--- config.mk ---
export PLATFORM = sky130hd
export DESIGN_NAME = min_scan_ctrl
export DESIGN_NICKNAME = d
export VERILOG_FILES = /design/src/rtl/min_scan_pkg.sv /design/src/rtl/rd_align_pipe.sv /design/src/rtl/min_scan_ctrl.sv
export SDC_FILE = /design/constraint.sdc
export NUM_CORES = 1
export LEC_CHECK = 0
export ABC_AREA = 1
export BUFFER_PORTS_ARGS = -buffer_cell sky130_fd_sc_hd__buf_2
export CORE_UTILIZATION = 45
export CTS_CLUSTER_SIZE = 12
export DETAILED_ROUTE_END_ITERATION = 7
export GPL_TIMING_DRIVEN = 0
export PLACE_DENSITY = 0.75
export SYNTH_ARGS = -nofsm -noshare
export SYNTH_HDL_FRONTEND = slang
export SYNTH_SLANG_ARGS = --single-unit
--- constraint.sdc ---
create_clock -name Clk -period 2 [get_ports Clk]
set_input_delay 0.4 -clock Clk [delete_from_list [all_inputs] [get_ports Clk]]
set_output_delay 0.4 -clock Clk [all_outputs]
set_load 0.05 [all_outputs]
--- src/rtl/min_scan_pkg.sv ---
// rtl/min_scan_pkg.sv - shared types and constants for the minimum-scan sequencer
package min_scan_pkg;

    localparam int MAX_RD_LATENCY     = 4;
    localparam int ADDR_WIDTH_DEFAULT = 8;

    typedef enum logic [1:0] {
        S_IDLE   = 2'd0,
        S_ISSUE  = 2'd1,
        S_DRAIN  = 2'd2,
        S_FINISH = 2'd3
    } scan_state_t;

    typedef struct packed {
        logic                          valid;
        logic                          first;
        logic [ADDR_WIDTH_DEFAULT-1:0] addr;
    } pipe_entry_t;

endpackage

--- src/rtl/rd_align_pipe.sv ---
// rtl/rd_align_pipe.sv - delays read-issue entries by the memory read latency
module rd_align_pipe
    import min_scan_pkg::*;
#(
    parameter int  DEPTH   = 1,
    parameter type entry_t = pipe_entry_t
) (
    input  logic   clk_i,
    input  logic   rst_i,
    input  entry_t in_i,
    output entry_t out_o,
    output logic   empty_o
);

    entry_t stage_q [DEPTH];

    always_ff @(posedge clk_i or posedge rst_i) begin
        if (rst_i) begin
            for (int i = 0; i < DEPTH; i++) begin
                stage_q[i] <= '0;
            end
        end else begin
            stage_q[0] <= in_i;
            for (int i = 1; i < DEPTH; i++) begin
                stage_q[i] <= stage_q[i-1];
            end
        end
    end

    assign out_o = stage_q[DEPTH-1];

    // True when nothing valid will be left after the next shift, so the
    // entry now at the output is the last one of the scan.
    always_comb begin
        empty_o = !in_i.valid;
        for (int i = 0; i < DEPTH - 1; i++) begin
            if (stage_q[i].valid) begin
                empty_o = 1'b0;
            end
        end
    end

endmodule

--- src/rtl/min_scan_ctrl.sv ---
// rtl/min_scan_ctrl.sv - address sequencer for the min-search datapath; MIN_SCAN_CTRL_ABORT_EN adds Abort/Aborted
module min_scan_ctrl
    import min_scan_pkg::*;
#(
    parameter int ADDR_WIDTH = ADDR_WIDTH_DEFAULT,
    parameter int RD_LATENCY = 1
) (
    input  logic                  Clk,
    input  logic                  Rst,
    input  logic                  Start,
    input  logic [ADDR_WIDTH-1:0] Start_Addr,
    input  logic [ADDR_WIDTH:0]   Length,
`ifdef MIN_SCAN_CTRL_ABORT_EN
    input  logic                  Abort,
    output logic                  Aborted,
`endif
    output logic                  Busy,
    output logic                  Done,
    output logic                  Empty,
    output logic                  Mem_Rd_En,
    output logic [ADDR_WIDTH-1:0] Mem_Addr,
    output logic                  Cmp_Valid,
    output logic                  Load_Min,
    output logic [ADDR_WIDTH-1:0] Data_Addr
);

    localparam logic [ADDR_WIDTH-1:0] ADDR_ONE = 1;
    localparam logic [ADDR_WIDTH:0]   LEN_ONE  = 1;

    typedef struct packed {
        logic                  valid;
        logic                  first;
        logic [ADDR_WIDTH-1:0] addr;
    } entry_t;

    scan_state_t           state_q;
    logic [ADDR_WIDTH-1:0] addr_cnt_q;
    logic [ADDR_WIDTH-1:0] mem_addr_q;
    logic [ADDR_WIDTH:0]   remain_q;
    logic                  rd_en_q;
    logic                  first_q;
    logic                  empty_q;
    logic                  abort_now;
    logic                  pipe_empty;
    entry_t                pipe_in;
    entry_t                pipe_out;

`ifdef MIN_SCAN_CTRL_ABORT_EN
    logic abort_seen_q;
    logic aborted_q;
    // Abort suppresses the read strobe in the very cycle it is raised.
    assign abort_now = Abort && (state_q == S_ISSUE);
    assign Aborted   = aborted_q;
`else
    assign abort_now = 1'b0;
`endif

    // remain_q counts reads still to issue after the one on Mem_Addr now.
    always_ff @(posedge Clk or posedge Rst) begin
        if (Rst) begin
            state_q      <= S_IDLE;
            addr_cnt_q   <= '0;
            mem_addr_q   <= '0;
            remain_q     <= '0;
            rd_en_q      <= 1'b0;
            first_q      <= 1'b0;
            empty_q      <= 1'b0;
`ifdef MIN_SCAN_CTRL_ABORT_EN
            abort_seen_q <= 1'b0;
            aborted_q    <= 1'b0;
`endif
        end else begin
            case (state_q)
                S_IDLE: begin
                    if (Start) begin
`ifdef MIN_SCAN_CTRL_ABORT_EN
                        abort_seen_q <= 1'b0;
                        aborted_q    <= 1'b0;
`endif
                        if (Length == '0) begin
                            empty_q <= 1'b1;
                            state_q <= S_FINISH;
                        end else begin
                            empty_q    <= 1'b0;
                            rd_en_q    <= 1'b1;
                            first_q    <= 1'b1;
                            mem_addr_q <= Start_Addr;
                            addr_cnt_q <= Start_Addr + ADDR_ONE;
                            remain_q   <= Length - LEN_ONE;
                            state_q    <= S_ISSUE;
                        end
                    end
                end
                S_ISSUE: begin
                    first_q <= 1'b0;
                    if (abort_now) begin
                        rd_en_q <= 1'b0;
                        state_q <= S_DRAIN;
`ifdef MIN_SCAN_CTRL_ABORT_EN
                        abort_seen_q <= 1'b1;
`endif
                    end else if (remain_q == '0) begin
                        rd_en_q <= 1'b0;
                        state_q <= S_DRAIN;
                    end else begin
                        mem_addr_q <= addr_cnt_q;
                        addr_cnt_q <= addr_cnt_q + ADDR_ONE;
                        remain_q   <= remain_q - LEN_ONE;
                    end
                end
                S_DRAIN: begin
                    if (pipe_empty) begin
                        state_q <= S_FINISH;
`ifdef MIN_SCAN_CTRL_ABORT_EN
                        aborted_q <= abort_seen_q;
`endif
                    end
                end
                default: begin
                    state_q <= S_IDLE;
                end
            endcase
        end
    end

    assign Mem_Rd_En = rd_en_q && !abort_now;
    assign Mem_Addr  = mem_addr_q;
    assign Busy      = (state_q == S_ISSUE) || (state_q == S_DRAIN);
    assign Done      = (state_q == S_FINISH);
    assign Empty     = empty_q;

    assign pipe_in.valid = Mem_Rd_En;
    assign pipe_in.first = first_q;
    assign pipe_in.addr  = mem_addr_q;

    rd_align_pipe #(
        .DEPTH   (RD_LATENCY),
        .entry_t (entry_t)
    ) u_rd_align_pipe (
        .clk_i   (Clk),
        .rst_i   (Rst),
        .in_i    (pipe_in),
        .out_o   (pipe_out),
        .empty_o (pipe_empty)
    );

    assign Cmp_Valid = pipe_out.valid;
    assign Load_Min  = pipe_out.valid && pipe_out.first;
    assign Data_Addr = pipe_out.addr;

endmodule

# Word level (Yosys, flattened, before mapping)
# Cells that the tools add are included.
# word_totals
elab_cells	56
out_inout_bits	22
ff_bits	40
input_bits	20
# classes
eq_ne	8
addsub	4
n_reduce_logical	11
muxes	23
# op_table
op	n
8-bit 2-to-1 mux	6
8-bit case mux with 2 select lines	2
9-bit 2-to-1 mux	3
9-bit logical NOT	2
9-bit case mux with 2 select lines	1
9-bit by 1-bit subtractor with 9-bit output, second input constant	2
8-bit by 1-bit adder with 8-bit output, second input constant	2
2-bit != test, second input constant	5
2-bit 2-to-1 mux	4
4-bit AND reduction	2
2-bit case mux with 3 select lines	1
3-bit AND reduction	2
2-bit equality test, second input constant	2
1-bit 2-to-1 mux	4
1-bit case mux with 2 select lines	2
2-bit by 1-bit equality test with 1-bit output, second input constant	1
2-bit logical NOT	1
2-bit AND reduction	1
2-bit nonzero test	1
1-bit logical AND	1
1-bit logical OR	1

# Logic depth before layout (Yosys ltp)
# Gate-level depths: netlist of the first run.
# depth
word_depth	4
mapped_depth	15
ltp_nobuf	14

# Modules after synthesis
# A second synthesis of the first run with hierarchy kept.
# hier_totals
hier_cells	329
hier_area_um2	2362.3
# by_module_without_submodules
mod	cells_each	seq_area_each_um2	area_each_um2	n_inst
min_scan_ctrl	317	750.7	2104.5	1
rd_align_pipe	12	250.2	257.7	1

# Worst setup path after synthesis of the first run
# OpenSTA, ideal clock, no wires.
# synth_path
kind	reg-to-reg
from	register state_q[1]
to	register remain_q[4]
setup_ps	116
setup_slack_ps	146
path_buffers	1
t_required_ps	1884
arrival_ps	1737
period_less_slack_ps	1854
stages_incl_launch_ff	13
cell_sequence	dfrtp_1 inv_1 ha_1 inv_2 buf_6 o21ai_2 inv_1 ha_1 nand2_1 nor2_4 xor2_1 nand2_1 nand2_1
# synth_between
elab_chain_len	3
elab_cells_between_ends	8
classes_between	eq/ne (4); mux (1); reduce/logical (3)
# synth_rtl
item	line	rtl
start, declared	min_scan_ctrl.sv:36	scan_state_t state_q;
start signal, assigned	min_scan_ctrl.sv:61	state_q <= S_IDLE;
start signal, assigned	min_scan_ctrl.sv:82	state_q <= S_FINISH;
start signal, assigned	min_scan_ctrl.sv:90	state_q <= S_ISSUE;
2-bit by 1-bit equality test with 1-bit output / 2-bit logical NOT (equally long branches)	min_scan_ctrl.sv:73	case (state_q)
2-bit != test (no line) / 2-bit nonzero test (equally long branches)	-	
4-bit AND reduction (no line)	-	
end signal, assigned	min_scan_ctrl.sv:89	remain_q <= Length - LEN_ONE;
end signal, assigned	min_scan_ctrl.sv:108	remain_q <= remain_q - LEN_ONE;
end, declared	min_scan_ctrl.sv:39	logic [ADDR_WIDTH:0] remain_q;
# Several ways; a longest one is shown, not always the timed one.
# A chain may end at the register's enable or synchronous reset.

# Final worst setup path of the first run
# layout_path
from	register state_q[1]
to	register mem_addr_q[6], in the netlist Mem_Addr[6]
# layout_between
elab_chain_len	3
elab_cells_between_ends	8
classes_between	eq/ne (4); mux (1); reduce/logical (3)
# layout_rtl
item	line	rtl
2-bit by 1-bit equality test with 1-bit output / 2-bit logical NOT (equally long branches)	min_scan_ctrl.sv:73	
2-bit != test (no line) / 2-bit nonzero test (equally long branches)	-	
4-bit AND reduction (no line)	-	
end signal, assigned	min_scan_ctrl.sv:87	mem_addr_q <= Start_Addr;
end signal, assigned	min_scan_ctrl.sv:106	mem_addr_q <= addr_cnt_q;
end, declared	min_scan_ctrl.sv:38	logic [ADDR_WIDTH-1:0] mem_addr_q;
# Several ways; a longest one is shown, not always the timed one.

==> metrics.txt, run 1 <==
post-route antenna net violation count=0; Max clock buf depth=2; Reg2Reg Capture Point=Mem_Addr[6]$_DFFE_PP0P_; Hold WC Path Type=input pin to asynchronous set/reset pin; DIE HEIGHT=75.7 µm; reg2reg start=state_q[1]$_DFFE_PP0P_; syn nets=383; width of the die=75.7 µm; delay-heaviest family, CP=buffers and inverters; Cell Chain, Critical Path=inv_2 -> buf_4 -> ha_1 -> clkbuf_2 -> inv_1 -> nor2_1 -> a21oi_1 -> nand2_2 -> buf_4 -> nand2_1 -> nand2_1; Worst-Margin Slew=805 ps; Worst Setup EP=Mem_Addr[6]$_DFFE_PP0P_; critical path's slowest cell=dfrtp_1; Mapped Area=between 2000 and 2500 µm²; synth unique cells=22; crit path launch type=register; critical path arrival=~2000 ps; outcome=completed; port bufs=41; starting density of the core=between 40 and 50%; Critical Path Stages=11; fin util=between 50% and 60%; RSZ-0062 raised after global routing=no; commonest non-fill, non-tap cell in the layout=nand2_1; sequential cell area=approximately 1000 µm²; Buf/Inv on CP=5; sequential cell area fraction in the yosys report=41.0%; layout overhead on the synthesized area=16.6%; max incr delay on CP=between 300 and 400 ps; root buf cell=clkbuf_8; Post-DP HPWL=about 3800 µm; crit path kind=register to register; Clock transition at path regs=~70 ps; nets=~430; Reg2Reg Setup Slack=between 150 and 200 ps; Max Clock Skew=8.68 ps; Ys Warns=0; largest net degree at the start of global routing=41; first-pass GRT wire length=8550 µm; Pre-antenna DRT Iters=4; # DRC=0; TritonCTS Buffers=5; crit path from=state_q[1]$_DFFE_PP0P_; Avg Cell Area, Syn=6.84 µm²; period utilization=between 90% and 100%; clock latency at the later pin of the worst-skew pair=290 ps; Core Box Area=a little over 5000 µm²; #FFs+latches synth=40; depth of the CTS H-tree=2; r2r worst-path depth=11; Multi-input gate area=1140 µm²; TritonCTS clock tree=yes; layout cells sized above 1=~22%; Via Count=2210; total routed wirelength=4960 µm; grt ovf=0; crit-path max FO=10; die area=approximately 5700 µm²; hold_buf cts=0; vias per cell=4.64; max-slew violations=0; endpoints failing setup=0; vias in the first global route=1990; Max Freq=0.550 GHz; commonest cells after routing, fill and taps aside=nand2_1 (183), buf_2 (41), inv_1 (40), dfrtp_1 (39), nor2_1 (16); Max Cap Viol=0; crit end category=register; Hold Vio Cnt, Final=0; worst rel slew slack=~46%; cell count after synthesis=approximately 360; CTS sink cnt=40; ant diodes=0; Tmin final=~1800 ps; Cell Rows=26; total global-route track usage=20.3%; initial drt markers=99; Routed WL per cell=~10 µm; GPL Wtd Cong=0.865; CP required=about 2200 ps; antenna violations before repair=0; I/O pin cnt=42; fillers=511
==> registers in the layout, indices dropped and copies added (netlist names) <==
signal and cells:
remain_q 9, addr_cnt_q 8, first_q 1, state_q 2, Mem_Addr 8, Empty 1
Mem_Rd_En 1, u_rd_align_pipe.out_o 10
==> layout make-up <==
type                    instances  share of cell area (%)
multi-input cells             253                    40.2
flip-flops and latches         40                    35.2
repair buffers                 43                    7.74
inverters                      46                    6.15
plain buffers                  17                    4.92
well taps                      70                    3.08
clock buffers                   6                    2.55
clock inverters                 1                   0.176
==> logic make-up (layout without fill, tap and decap cells) <==
logic type	count (synthesis)	after routing	share of synthesized area, %
AOI/OAI and AO/OA	16	16	3.59
xor gates and xnor gates	2	2	0.718
adders and majority gates	6	6	3.08
buffers and inverters	64	113	13.3
DFF	40	40	41.0
and+or+nand+nor	229	229	38.3
==> per-layer routing <==
| layer | wire length [µm] | part of all wire [%] | vias to the layer above | global-route usage [%] |
|---|---|---|---|---|
| li1 | - | - | 1151 | - |
| met1 | 2260 | 45 | 1005 | 24.7 |
| met2 | 2390 | 48 | 49 | 34.7 |
| met3 | 245 | 4.9 | 5 | 5.03 |
| met4 | 68 | 1.4 | 0 | 7.82 |
| met5 | 0 | 0 | - | 0 |
==> worst register-to-register path, stage by stage, from the launching register on <==
cell,delay [ps]
dfrtp_1,390
inv_2,70
buf_4,130
ha_1,170
clkbuf_2,160
inv_1,70
nor2_1,50
a21oi_1,200
nand2_2,160
buf_4,210
nand2_1,60
nand2_1,50
==> how the worst min path moves through the flow <==
stage,from,to,slack (ps),depth (start not counted)
global route,Rst,addr_cnt_q[6]$_DFFE_PP0P_,340,2
global placement,first_q$_DFFE_PP0P_,u_rd_align_pipe.out_o[8]$_DFF_PP0_,360,0
detailed placement,first_q$_DFFE_PP0P_,u_rd_align_pipe.out_o[8]$_DFF_PP0_,370,0
finish,Rst,u_rd_align_pipe.out_o[8]$_DFF_PP0_,260,2
floorplan,first_q$_DFFE_PP0P_,u_rd_align_pipe.out_o[8]$_DFF_PP0_,350,0
CTS,Rst,addr_cnt_q[6]$_DFFE_PP0P_,290,2
==> per-stage QoR <==
| step | setup TNS (ps) | hold slack [ps] | instance area (µm²) | worst slack (ps) | cells |
|---|---|---|---|---|---|
| 4_1_cts | 0 | 291 | 2840 | 26.2 | 476 |
| 6_report | 0 | 259 | 2850 | 182 | 476 |
| 3_5_place_dp | -280 | 373 | 2730 | -104 | 468 |
| 5_1_grt | 0 | 342 | 2850 | 43.0 | 476 |
| 2_1_floorplan | 0 | 354 | 2440 | 146 | 357 |
| 3_3_place_gp | -134 | 362 | 2730 | -58.8 | 468 |
==> cell usage after synthesis <==
master	number	area (µm²)
nand2_1	184	691
inv_1	42	158
dfrtp_1	40	1000
nor2_1	17	63.8
buf_4	12	90.1
nand3_1	11	55.1
nand2_2	7	43.8
o21ai_0	7	35.0
ha_1	6	75.1
buf_6	5	56.3
a21oi_1	4	20.0
nor2_4	4	45.0
inv_2	3	11.3
nand4_1	3	18.8
o21ai_1	3	15.0
o21ai_2	2	17.5
xor2_1	2	17.5
and2_1	1	6.26
clkbuf_2	1	5.00
clkinv_1	1	3.75
nor2_2	1	6.26
or2_1	1	6.26
==> what timing repair did <==
item                                    4_1_cts  5_1_grt
resized for setup                             4        6
pin swaps                                     0        1
endpoints found under the setup margin        3        3
buffers inserted                              1        1
Power of run 1 is left out: the tool's default activity adds up to more than one toggle a clock period on the data nets, which glitch-free logic cannot reach.
==> run 2, diff against run 1 <==
--- a/config.mk
+++ b/config.mk
@@ -7,6 +7,7 @@
 export LEC_CHECK = 0
 export ABC_AREA = 1
 export BUFFER_PORTS_ARGS = -buffer_cell sky130_fd_sc_hd__buf_2
+export CORE_ASPECT_RATIO = 0.5
 export CORE_UTILIZATION = 45
 export CTS_CLUSTER_SIZE = 12
 export DETAILED_ROUTE_END_ITERATION = 7
==> run 2 against run 1 <==
Effect of this change: non-clock buffer count rose by 1; via count decreased by 2.6%; first-iteration DRC count shrank 5.1%; register-to-register slack got worse by 70 ps; hold slack got worse by 4.8 ps; sequential cell count stayed put; sequential share of layout area is 0.59 points lower; highest routed layer unchanged.
==> metrics.txt, run 2 (same netlist as run 1, synthesis figures left out) <==
outcome=completed; port bufs=41; largest net degree at the start of global routing=41; nets=433; endpoints failing setup=0; Max Freq=0.529 GHz; delay-heaviest family, CP=simple AND/OR/NAND/NOR gates; post-route insts no fill=478; GRT Max-Usage Layer=met2; vias per cell=approximately 4.5; # DRC=0; Post-Layout Inst Area=~2900 µm²; Cell Chain, Critical Path=inv_2 -> ha_4 -> inv_4 -> buf_8 -> nand2_2 -> o21ai_4 -> inv_1 -> ha_2 -> nand2_2 -> nor2_4 -> nand2_1 -> nand2_1 -> nand2_1 -> nand2_1 -> nand2_1; crit path launch type=register; Buf/Inv on CP=4; Global Route met3 Usage=4.96%; Cell Rows=18; Sum Neg Setup Slack=0 ps; max-slew violations=0; fillers=486; Max clock buf depth=2; reg2reg start=state_q[1]$_DFFE_PP0P_; fin util=57.1%; Worst-Margin Slew=~820 ps; placed cell count=468; total routed wirelength=5180 µm; Tmin final=1890 ps; sequential cell area=about 1000 µm²; total global-route track usage=between 10% and 20%; die area=5740 µm²; crit path kind=register to register; grt met2 use=~33%; TritonCTS clock tree=yes; I/O pin cnt=between 40 and 50; GR Util met1=about a quarter; starting density of the core=48.2%; r2r worst-path depth=15; post-route antenna net violation count=0; crit end category=register; commonest cells after routing, fill and taps aside=nand2_1 (182), buf_2 (41), inv_1 (40), dfrtp_1 (39), nor2_1 (17); Core Box Area=5070 µm²; Post-DP Area=2730 µm²; Reg2Reg Capture Point=remain_q[8]$_DFFE_PP0P_; period utilization=94.5%; max incr delay on CP=approximately 410 ps; Reg2Reg Setup Slack=between 100 and 150 ps; Hold WC Path Type=input pin to asynchronous set/reset pin; Post-DP HPWL=3860 µm; Multi-input gate area=1140 µm²; Max Cap Viol=0; Via Count=around 2200; Max Clock Skew=9.46 ps; Routed WL per cell=10.8 µm; CTS sink cnt=40; crit-path max FO=10; antenna violations before repair=0; Pre-antenna DRT Iters=5; ant diodes=0; width of the die=106 µm; grt ovf=0; CP required=between 2000 and 2500 ps; CP most frequent cell=nand2_1; max reg flops=10; clock latency at the later pin of the worst-skew pair=300 ps; DIE HEIGHT=54.1 µm; RSZ-0062 raised after global routing=no; critical path's slowest cell=dfrtp_1; initial drt markers=94; Clock transition at path regs=80 ps; layout overhead on the synthesized area=18.6%; Hold Vio Cnt, Final=0; vias in the first global route=around 1800; layout cells sized above 1=between 20% and 30%; depth of the CTS H-tree=2; TritonCTS Buffers=5; worst rel slew slack=between 40 and 50%; root buf cell=clkbuf_8; first-pass GRT wire length=8510 µm; GPL Wtd Cong=0.838; critical path arrival=2080 ps; commonest non-fill, non-tap cell in the layout=nand2_1
run 2: final cells by class:
cell class	count	share of cell area (%)
repair buffers	43	7.61
clock buffers	5	2.38
multi-input cells	253	39.5
inverters	46	6.05
flip-flops and latches	40	34.6
well taps	70	3.03
clock inverters	3	1.47
plain buffers	18	5.36
run 2: timing repair:
item                                    4_1_cts  5_1_grt
pin swaps                                     0        1
hold buffers                                  0        0
buffers inserted                              0        2
gates resized for setup                       3        7
endpoints found under the setup margin        3       20
run 2: per-layer routing:
metal  vias to the layer above  wire, µm
met5                         -         0
met4                         0        23
met3                         2       303
met2                        45      2280
met1                       953      2580
li1                       1152         -
run 2: per-stage QoR:
stage	hold WS, ps	setup WS [ps]
after floorplan	354	146
after global placement	361	-66.1
after CTS	276	9.61
after detailed placement	359	-95.8
after global routing	318	2.45
final	254	111
run 2: how the worst max path moves through the flow:
stage               cells after the start  slack [ps]                      end                   start
finish                                 15         110  remain_q[8]$_DFFE_PP0P_  state_q[1]$_DFFE_PP0P_
global route                           15           2  remain_q[8]$_DFFE_PP0P_  state_q[1]$_DFFE_PP0P_
CTS                                    13          10  remain_q[4]$_DFFE_PP0P_  state_q[1]$_DFFE_PP0P_
detailed placement                     12        -100  remain_q[4]$_DFFE_PP0P_  state_q[1]$_DFFE_PP0P_
global placement                       12         -70  remain_q[4]$_DFFE_PP0P_  state_q[1]$_DFFE_PP0P_
floorplan                              12         150  remain_q[4]$_DFFE_PP0P_  state_q[1]$_DFFE_PP0P_
Power of run 2 is left out for the same reason.
==> run 3, diff against run 2 <==
==> constraint.sdc (replaced) <==
create_clock -name Clk -period 1.86 [get_ports Clk]
set_input_delay 0.372 -clock Clk [delete_from_list [all_inputs] [get_ports Clk]]
set_output_delay 0.372 -clock Clk [all_outputs]
set_load 0.05 [all_outputs]
==> run 3 against run 2 <==
Effect of this change: register-to-register slack got worse by 40 ps; critical path type is now register to output port; die area did not move; largest cell class unchanged; global-route usage rose by 0.30 points; highest routed layer unchanged; critical path depth fell by 11.
==> metrics.txt, run 3 (same netlist as run 1, synthesis figures left out) <==
outcome=completed; crit end category=output port; vias per cell=~4.6; Hold WC Path Type=input pin to asynchronous set/reset pin; hold_buf cts=0; Reg2Reg Capture Point=remain_q[2]$_DFFE_PP0P_; Clock transition at path regs=90 ps; Pre-antenna DRT Iters=4; commonest cells after routing, fill and taps aside=nand2_1 (178), buf_2 (40), dfrtp_1 (39), inv_1 (38), buf_4 (22); total routed wirelength=5620 µm; TritonCTS Buffers=5; worst slack, placed=-236 ps; Post-Layout Inst Area=3020 µm²; Post-DP Area=2730 µm²; grt ovf=0; fillers=466; endpoints failing setup=0; max reg flops=10; clock latency at the later pin of the worst-skew pair=310 ps; root buf cell=clkbuf_8; Tmin final=approximately 1800 ps; vias in the first global route=1893; sequential cell area=1000 µm²; hold slack=217 ps; Reg2Reg Setup Slack=roughly 70 ps; placed cell count=468; post-route antenna net violation count=0; final worst slack=52.9 ps; crit path launch type=register; reg2reg start=state_q[0]$_DFFE_PP0P_; period utilization=97.2%; depth of the CTS H-tree=2; first-pass GRT wire length=8630 µm; # DRC=0; DIE HEIGHT=54.1 µm; Max Freq=0.553 GHz; worst rel slew slack=45.8%; post-route insts no fill=486; ant diodes=0; Multi-input gate area=1200 µm²; Routed WL per cell=~12 µm; total global-route track usage=20.0%; TritonCTS clock tree=yes; starting density of the core=48.2%; Hold Vio Cnt, Final=0; nets=between 400 and 500; width of the die=between 100 and 150 µm; port bufs=a little over 40; layout cells sized above 1=26.7%; commonest non-fill, non-tap cell in the layout=nand2_1; Via Count=2241; antenna violations before repair=0; Core Box Area=5070 µm²; Worst-Margin Slew=812 ps; CP required=between 1000 and 1500 ps; critical path arrival=1440 ps; Cell Rows=18; CTS sink cnt=40; r2r worst-path depth=12; crit-path max FO=3; Post-DP HPWL=3860 µm; Max Clock Skew=8.67 ps; layout overhead on the synthesized area=23.7%; I/O pin cnt=42; largest net degree at the start of global routing=just over 40; initial drt markers=between 100 and 150; die area=5740 µm²; crit path kind=register to output port; Max Cap Viol=0; Max clock buf depth=2; max-slew violations=0; GPL Wtd Cong=0.838
[run 3: cell types whose count changed in the layout (fill, tap and decap cells not counted), sizes merged]
cell,before,now
buf,60,68
[run 3: through the flow]
stage | util [%] | TNS [ps]
floorplan | - | 0
global placement | 54.0 | -574
detailed placement | 54.0 | -700
CTS | 57.3 | 0
global route | 59.6 | -93.3
finish | 59.6 | 0
[run 3: worst max path at each step]
stage                                 startpoint                         to  slack [ps]  depth (start not counted)
final                     state_q[0]$_DFFE_PP0P_                       Busy          50                          4
after global routing      state_q[0]$_DFFE_PP0P_    remain_q[0]$_DFFE_PP0P_         -20                         12
after CTS                 state_q[0]$_DFFE_PP0P_  addr_cnt_q[1]$_DFFE_PP0P_          10                         12
after detailed placement  state_q[1]$_DFFE_PP0P_    remain_q[4]$_DFFE_PP0P_        -240                         12
after global placement    state_q[1]$_DFFE_PP0P_    remain_q[4]$_DFFE_PP0P_        -210                         12
after floorplan           state_q[1]$_DFFE_PP0P_    remain_q[4]$_DFFE_PP0P_           6                         12
[run 3: final cells by class]
cell class | instances | area share (%)
Sequential cell | 40 | 33.2
Clock buffer | 5 | 2.28
Timing Repair Buffer | 51 | 9.37
Clock inverter | 3 | 1.41
Tap cell | 70 | 2.90
Inverter | 46 | 5.88
Buffer | 18 | 5.22
Multi-Input combinational cell | 253 | 39.7
[run 3: per-layer routing]
layer | up-vias | GRT usage (%) | part of all wire (%)
met5 | - | 0 | 0
met4 | 0 | 4.86 | 0.69
met3 | 4 | 5.08 | 7.5
met2 | 72 | 34.5 | 45
met1 | 994 | 25.7 | 47
li1 | 1171 | - | -
[run 3: worst max-delay path, cell delays in order (launching register included)]
cell	delay [ps]
dfrtp_2	440
buf_4	150
inv_1	80
ha_1	250
buf_4	200
[run 3: repair_timing]
action | 4_1_cts | 5_1_grt
cloned | 0 | 1
resized for setup | 8 | 24
hold endpoints to repair | 0 | 0
buffers inserted | 4 | 5
pin swaps | 0 | 6
endpoints found under the setup margin | 5 | 26
Power of run 3 is left out for the same reason.
